### src/rtl/arm_pipe_pkg.sv
// Shared definitions for the ARM pipeline fetch stage: fetch FSM states,
// PC increment, default prefetch depth and the queue entry layout.
package arm_pipe_pkg;

  typedef enum logic [1:0] {
    FETCH_IDLE  = 2'd0,
    FETCH_REQ   = 2'd1,
    FETCH_DRAIN = 2'd2
  } fetch_state_e;

  localparam logic [31:0] PC_STEP       = 32'd4;
  localparam int          DEFAULT_DEPTH = 4;

  typedef struct packed {
    logic [31:0] pc;
    logic [31:0] inst;
  } fetch_entry_t;

  function automatic logic [31:0] word_align(input logic [31:0] addr);
    return {addr[31:2], 2'b00};
  endfunction

endpackage

### src/rtl/fetch_fifo.sv
// Prefetch queue: DEPTH entries of {pc, inst}, strict FIFO order, with a
// single-cycle flush that empties the queue on a redirect.
module fetch_fifo
  import arm_pipe_pkg::*;
#(
  parameter int DEPTH = DEFAULT_DEPTH
) (
  input  logic                     clk,
  input  logic                     reset,
  input  logic                     push,
  input  logic                     pop,
  input  logic                     flush,
  input  fetch_entry_t             wr_data,
  output fetch_entry_t             rd_data,
  output logic [$clog2(DEPTH):0]   occ
);

  localparam int PTR_W = $clog2(DEPTH);

  fetch_entry_t     mem [DEPTH];
  logic [PTR_W-1:0] wr_ptr;
  logic [PTR_W-1:0] rd_ptr;

  // NOTE: the storage array is deliberately not reset; occ gates every read,
  // so stale words are never presented as valid.
  always_ff @(posedge clk) begin
    if (push) begin
      mem[wr_ptr] <= wr_data;
    end
  end

  always_ff @(posedge clk or posedge reset) begin
    if (reset) begin
      wr_ptr <= '0;
      rd_ptr <= '0;
      occ    <= '0;
    end else if (flush) begin
      wr_ptr <= '0;
      rd_ptr <= '0;
      occ    <= '0;
    end else begin
      if (push) begin
        wr_ptr <= wr_ptr + 1'b1;
      end
      if (pop) begin
        rd_ptr <= rd_ptr + 1'b1;
      end
      if (push && !pop) begin
        occ <= occ + 1'b1;
      end else if (pop && !push) begin
        occ <= occ - 1'b1;
      end
    end
  end

  assign rd_data = mem[rd_ptr];

endmodule

### src/rtl/fetch_prefetch_unit.sv
// Instruction prefetch unit: keeps one registered request to instruction
// memory in flight and buffers returned words ahead of the IF/ID register.
module fetch_prefetch_unit
  import arm_pipe_pkg::*;
#(
  parameter int          DEPTH    = DEFAULT_DEPTH,
  parameter logic [31:0] RESET_PC = 32'h0000_0000
) (
  input  logic        clk,
  input  logic        reset,
  input  logic        redirect_valid,
  input  logic [31:0] redirect_pc,
  input  logic        id_stall,
  output logic        out_valid,
  output logic [31:0] out_pc,
  output logic [31:0] out_inst,
  output logic        imem_req,
  output logic [31:0] imem_addr,
  input  logic        imem_ack,
  input  logic [31:0] imem_rdata
);

  localparam int              OCC_W     = $clog2(DEPTH) + 1;
  localparam logic [OCC_W-1:0] DEPTH_OCC = OCC_W'(DEPTH);

  fetch_state_e     state_q, state_d;
  logic [31:0]      fetch_pc_q, fetch_pc_d;
  logic [31:0]      addr_d;
  logic             run_q;
  logic [OCC_W-1:0] occ;
  logic [OCC_W-1:0] occ_after;
  logic [31:0]      next_addr;
  logic [31:0]      target_pc;
  logic             push;
  logic             pop;
  fetch_entry_t     wr_entry;
  fetch_entry_t     head;

  assign out_valid = (occ != '0);
  assign pop       = out_valid && !id_stall && !redirect_valid;
  assign push      = (state_q == FETCH_REQ) && imem_ack && !redirect_valid;
  assign occ_after = occ + 1'b1 - {{(OCC_W-1){1'b0}}, pop};
  assign next_addr = imem_addr + PC_STEP;
  assign target_pc = word_align(redirect_pc);

  assign wr_entry.pc   = imem_addr;
  assign wr_entry.inst = imem_rdata;
  assign out_pc        = head.pc;
  assign out_inst      = head.inst;

  // NOTE: every variable gets a default before the case so no path leaves
  // one unassigned, which would otherwise infer a latch.
  always_comb begin
    state_d    = state_q;
    fetch_pc_d = fetch_pc_q;
    addr_d     = imem_addr;
    unique case (state_q)
      FETCH_IDLE: begin
        if (redirect_valid) begin
          fetch_pc_d = target_pc;
          addr_d     = target_pc;
          state_d    = FETCH_REQ;
        end else if (run_q && occ < DEPTH_OCC) begin
          addr_d  = fetch_pc_q;
          state_d = FETCH_REQ;
        end
      end
      FETCH_REQ: begin
        if (redirect_valid) begin
          fetch_pc_d = target_pc;
          if (imem_ack) begin
            addr_d = target_pc;
          end else begin
            state_d = FETCH_DRAIN;
          end
        end else if (imem_ack) begin
          fetch_pc_d = next_addr;
          if (occ_after < DEPTH_OCC) begin
            addr_d = next_addr;
          end else begin
            state_d = FETCH_IDLE;
          end
        end
      end
      FETCH_DRAIN: begin
        // The in-flight word belongs to the old path; only the target moves.
        if (redirect_valid) begin
          fetch_pc_d = target_pc;
        end
        if (imem_ack) begin
          addr_d  = redirect_valid ? target_pc : fetch_pc_q;
          state_d = FETCH_REQ;
        end
      end
      default: begin
        state_d = FETCH_IDLE;
      end
    endcase
  end

  // run_q delays the very first request by one cycle after reset release.
  always_ff @(posedge clk or posedge reset) begin
    if (reset) begin
      state_q    <= FETCH_IDLE;
      fetch_pc_q <= word_align(RESET_PC);
      imem_req   <= 1'b0;
      imem_addr  <= '0;
      run_q      <= 1'b0;
    end else begin
      state_q    <= state_d;
      fetch_pc_q <= fetch_pc_d;
      imem_req   <= (state_d != FETCH_IDLE);
      imem_addr  <= addr_d;
      run_q      <= 1'b1;
    end
  end

  fetch_fifo #(
    .DEPTH(DEPTH)
  ) u_fifo (
    .clk     (clk),
    .reset   (reset),
    .push    (push),
    .pop     (pop),
    .flush   (redirect_valid),
    .wr_data (wr_entry),
    .rd_data (head),
    .occ     (occ)
  );

endmodule

### config.mk
export PLATFORM = sky130hd
export DESIGN_NAME = fetch_prefetch_unit
export DESIGN_NICKNAME = d
export VERILOG_FILES = /design/src/rtl/arm_pipe_pkg.sv /design/src/rtl/fetch_fifo.sv /design/src/rtl/fetch_prefetch_unit.sv
export SDC_FILE = /design/constraint.sdc
export NUM_CORES = 1
export LEC_CHECK = 0
export CAP_MARGIN = 15
export CORE_MARGIN = 4
export CORE_UTILIZATION = 45
export DETAILED_ROUTE_END_ITERATION = 12
export PLACE_DENSITY = 0.67
export SYNTH_ARGS = -nofsm -noshare
export SYNTH_HDL_FRONTEND = slang
export SYNTH_HIERARCHICAL = 1
export SYNTH_SLANG_ARGS = --single-unit
### constraint.sdc
create_clock -name clk -period 11.69 [get_ports clk]
set_clock_uncertainty 0.15 [all_clocks]
set_input_delay 2.338 -clock clk [delete_from_list [all_inputs] [get_ports clk]]
set_output_delay 2.338 -clock clk [all_outputs]
set_load 0.01 [all_outputs]
==> flow_summary_export.csv <==
group,metric,value,unit
sta,layout_setup_ws,5.35,ns
routing,wl_per_cell,22.2,um
yosys,synth_compound_area_share,8.86,%
min_path,hp-class,"reg2reg",
routing,vias,8395,
routing,drtPass1Iterations,5,
grt,grt_max_degree,69,
yosys,syn_avg_cell_area,15.9,um2
pwr,ir_drop,0.119,mV
worst_setup_path,critical_path_class,"in2reg",
clocking,worstSkewPairLatency,0.51,ns
sta,finalCritPeriodShare,54.2,%
routing,drc_errors,0,
clocking,cts_inserted_buffers,36,
yosys,synth_top_family_by_area,"multiplexers",
sta,post-route-min-period,6.34,ns
die,initial_core_util,46.2,%
run_status,status,"completed",
final_layout,antenna_cells,0,
sta,tns,0,ns
sta,rsz0062_at_grt,"false",
clocking,cts.sinks,331,
yosys,yosysSeqAreaShare,69.1,%
grt,antenna_found_initial,0,
yosys,yosys.area_share.simple,6.31,%
run,cap_violations,0,
sta,slew_violations,0,
worst_setup_path,start_kind,"primary input",
grt,grt_pass1_vias,8464,
grt,grt.overflow.total,0,
grt,grt_usage,18.9,%
worst_setup_path,critPathArrivalTime,6.33,ns
yosys,postSynth.asyncResetShare,22.7,%
yosys,synth_seq_cells,331,
yosys,synth_edf_count,256,
worst_setup_path,critPathMaxFanout,67,
die,dieArea,0.0336,mm2
yosys,synth.distinct_cells,58,
yosys,ys_warn_count,6,
sta,max_freq,158,MHz
placement,gp_congestion,0.776,
sta,setup_viol_count_final,0,
die,die_y,183,um
routing,drt-total-wl,32100,um
clocking,cts_setup_buffers,0,
clocking,cts_root_buffer,"clkbuf_16",
yosys,synthCells,868,
routing,drt_iter0_markers,634,
pwr,power.leakage,5.68,nW
die,core-area,0.0300,mm2
final_layout,nNetsFinal,1104,
die,io_pins,167,
worst_setup_path,worst-endpoint-required,11.68,ns
clocking,ctsHoldBuffers,0,
pwr,total_power,3.73,mW
placement,place_hpwl,19100,um
yosys,synth_mux_area_share,10.7,%
die,core.rowCount,63,
placement,pre_cts_slack,4.92,ns
grt,grt_pass1_wl,49200,um
final_layout,area_growth,22.7,%
yosys,synth-adder-area-share,0.597,%
yosys,synthFlopType,"edfxtp_1",
clocking,htree_levels,2,
min_path,hold_depth,2,
sta,worst_slew_pin_slew,1.29,ns
clocking,cts.clk_slew.worst_paths,0.06,ns
pwr,p_per_area,219,mW/mm2
clocking,cts_buffer_depth,3,
sta,relSlewSlack,13.8,%
clocking,cts_tree,"yes",
yosys,syn_area,0.0138,mm2
clocking,cts_resized,0,
die,die_w,183,um
sta,hold_viol,0,
routing,vias_per_cell,5.81,
routing,ant_nets,0,
final_layout,drive_gt1_share,13.6,%
worst_setup_path,reg2regPathDepth,6,
placement,port_buffers,164,
yosys,synth_nets,943,
worst_setup_path,cp-end-kind,"flop",
yosys,synth_xor_area_share,1.96,%
where the power goes:
group	internal, mW	switching, mW	total (mW)
combinational	0.446	0.446	0.892
sequential	1.48	0.226	1.71
clock	0.691	0.439	1.13
total	2.62	1.11	3.73
sequential cells by signal, indices dropped and copies added (netlist names):
register,flops
u_fifo/wr_ptr,2
imem_addr,32
imem_req,1
run_q,1
fetch_pc_q,32
state_q,2
u_fifo/occ,3
u_fifo/rd_ptr,2
u_fifo/mem,256
Yosys cell counts, types with 13 or more instances:
master | n | area share (%)
nand2_1 | 54 | 1.5
nand3_1 | 13 | 0.47
and3_1 | 14 | 0.63
xnor2_1 | 24 | 1.5
mux4_2 | 64 | 10
o2bb2ai_1 | 15 | 0.95
nor2_1 | 36 | 0.98
a21oi_1 | 47 | 1.7
dfrtp_1 | 75 | 14
edfxtp_1 | 256 | 56
buf_2 | 24 | 0.87
o22ai_1 | 22 | 0.99
inv_1 | 14 | 0.38
clkbuf_1 | 20 | 0.54
a22oi_1 | 13 | 0.71
o21ai_0 | 47 | 1.7
cell type report:
| type | count | area [um2] |
|---|---|---|
| well taps | 390 | 488 |
| flip-flops and latches | 331 | 9570 |
| fillers | 2401 | 13000 |
| inverters | 16 | 60.1 |
| multi-input cells | 469 | 3960 |
| repair buffers | 175 | 1730 |
| clock buffers | 45 | 956 |
| clock inverters | 19 | 221 |
cell families after synthesis:
group | Yosys count
compound gates | 193
xor+xnor | 31
fa+ha+maj | 6
buf+inv | 68
flops | 331
mux | 68
other cells | 1
simple gates | 170
final timing paths:
| kind | from | to | slack (ns) |
|---|---|---|---|
| worst min register to register | fetch_pc_q[28] | fetch_pc_q[28] | 0.36 |
| worst max-delay path | redirect_valid | u_fifo/mem[2][1] | 5.35 |
| max in group asynchronous | reset | imem_addr[8] | 8.47 |
| worst min-delay path | fetch_pc_q[28] | fetch_pc_q[28] | 0.36 |
| min in group asynchronous | reset | u_fifo/occ[1] | 1.97 |
| worst max register to register | state_q[0] | u_fifo/mem[2][1] | 6.76 |
stage by stage:
step                util, %  hold WS, ns  std cells  instance area [um2]
floorplan                 -        0.321        868                13800
global placement       52.7        0.338       1380                15800
detailed placement     52.7        0.343       1380                15800
CTS                    56.6        0.360       1444                17000
global route           56.7        0.392       1445                17000
finish                 56.7        0.361       1445                17000
worst max-delay path: stages:
cell and delay [ns]:
buf_2 0.09, buf_4 0.34, nor2_1 0.93, nand2_1 0.59
inv_1 0.78, and2_4 0.51, buf_4 0.66
cell usage in the layout, fill, tap and decap left out, drive strengths merged, types with 3 or more instances in the layout:
cell,count
xor2,7
nor3b,3
nor3,9
a211oi,4
clkdlybuf4s50,163
a221oi,7
nor2b,4
nor2,36
or3,5
and2,8
o21ai,57
inv,17
xnor2,24
nand3,14
nor4,3
nand4,10
bufinv,5
a21oi,47
a31oi,6
mux4,64
a32o,3
and4,6
ha,5
edfxtp,256
clkinv,12
and3,14
o2bb2ai,15
buf,12
nand2,54
dfrtp,75
o211ai,3
o22ai,22
a22oi,13
clkbuf,45
layer usage:
layer  wire (um)  vias to the layer above  track usage [%]
li1            -                     3763                -
met1       14000                     4304             27.3
met2       15600                      283             30.3
met3        1940                       45             3.11
met4         572                        0             4.86
met5           0                        -                0
Power figures use the tool's default switching activity.
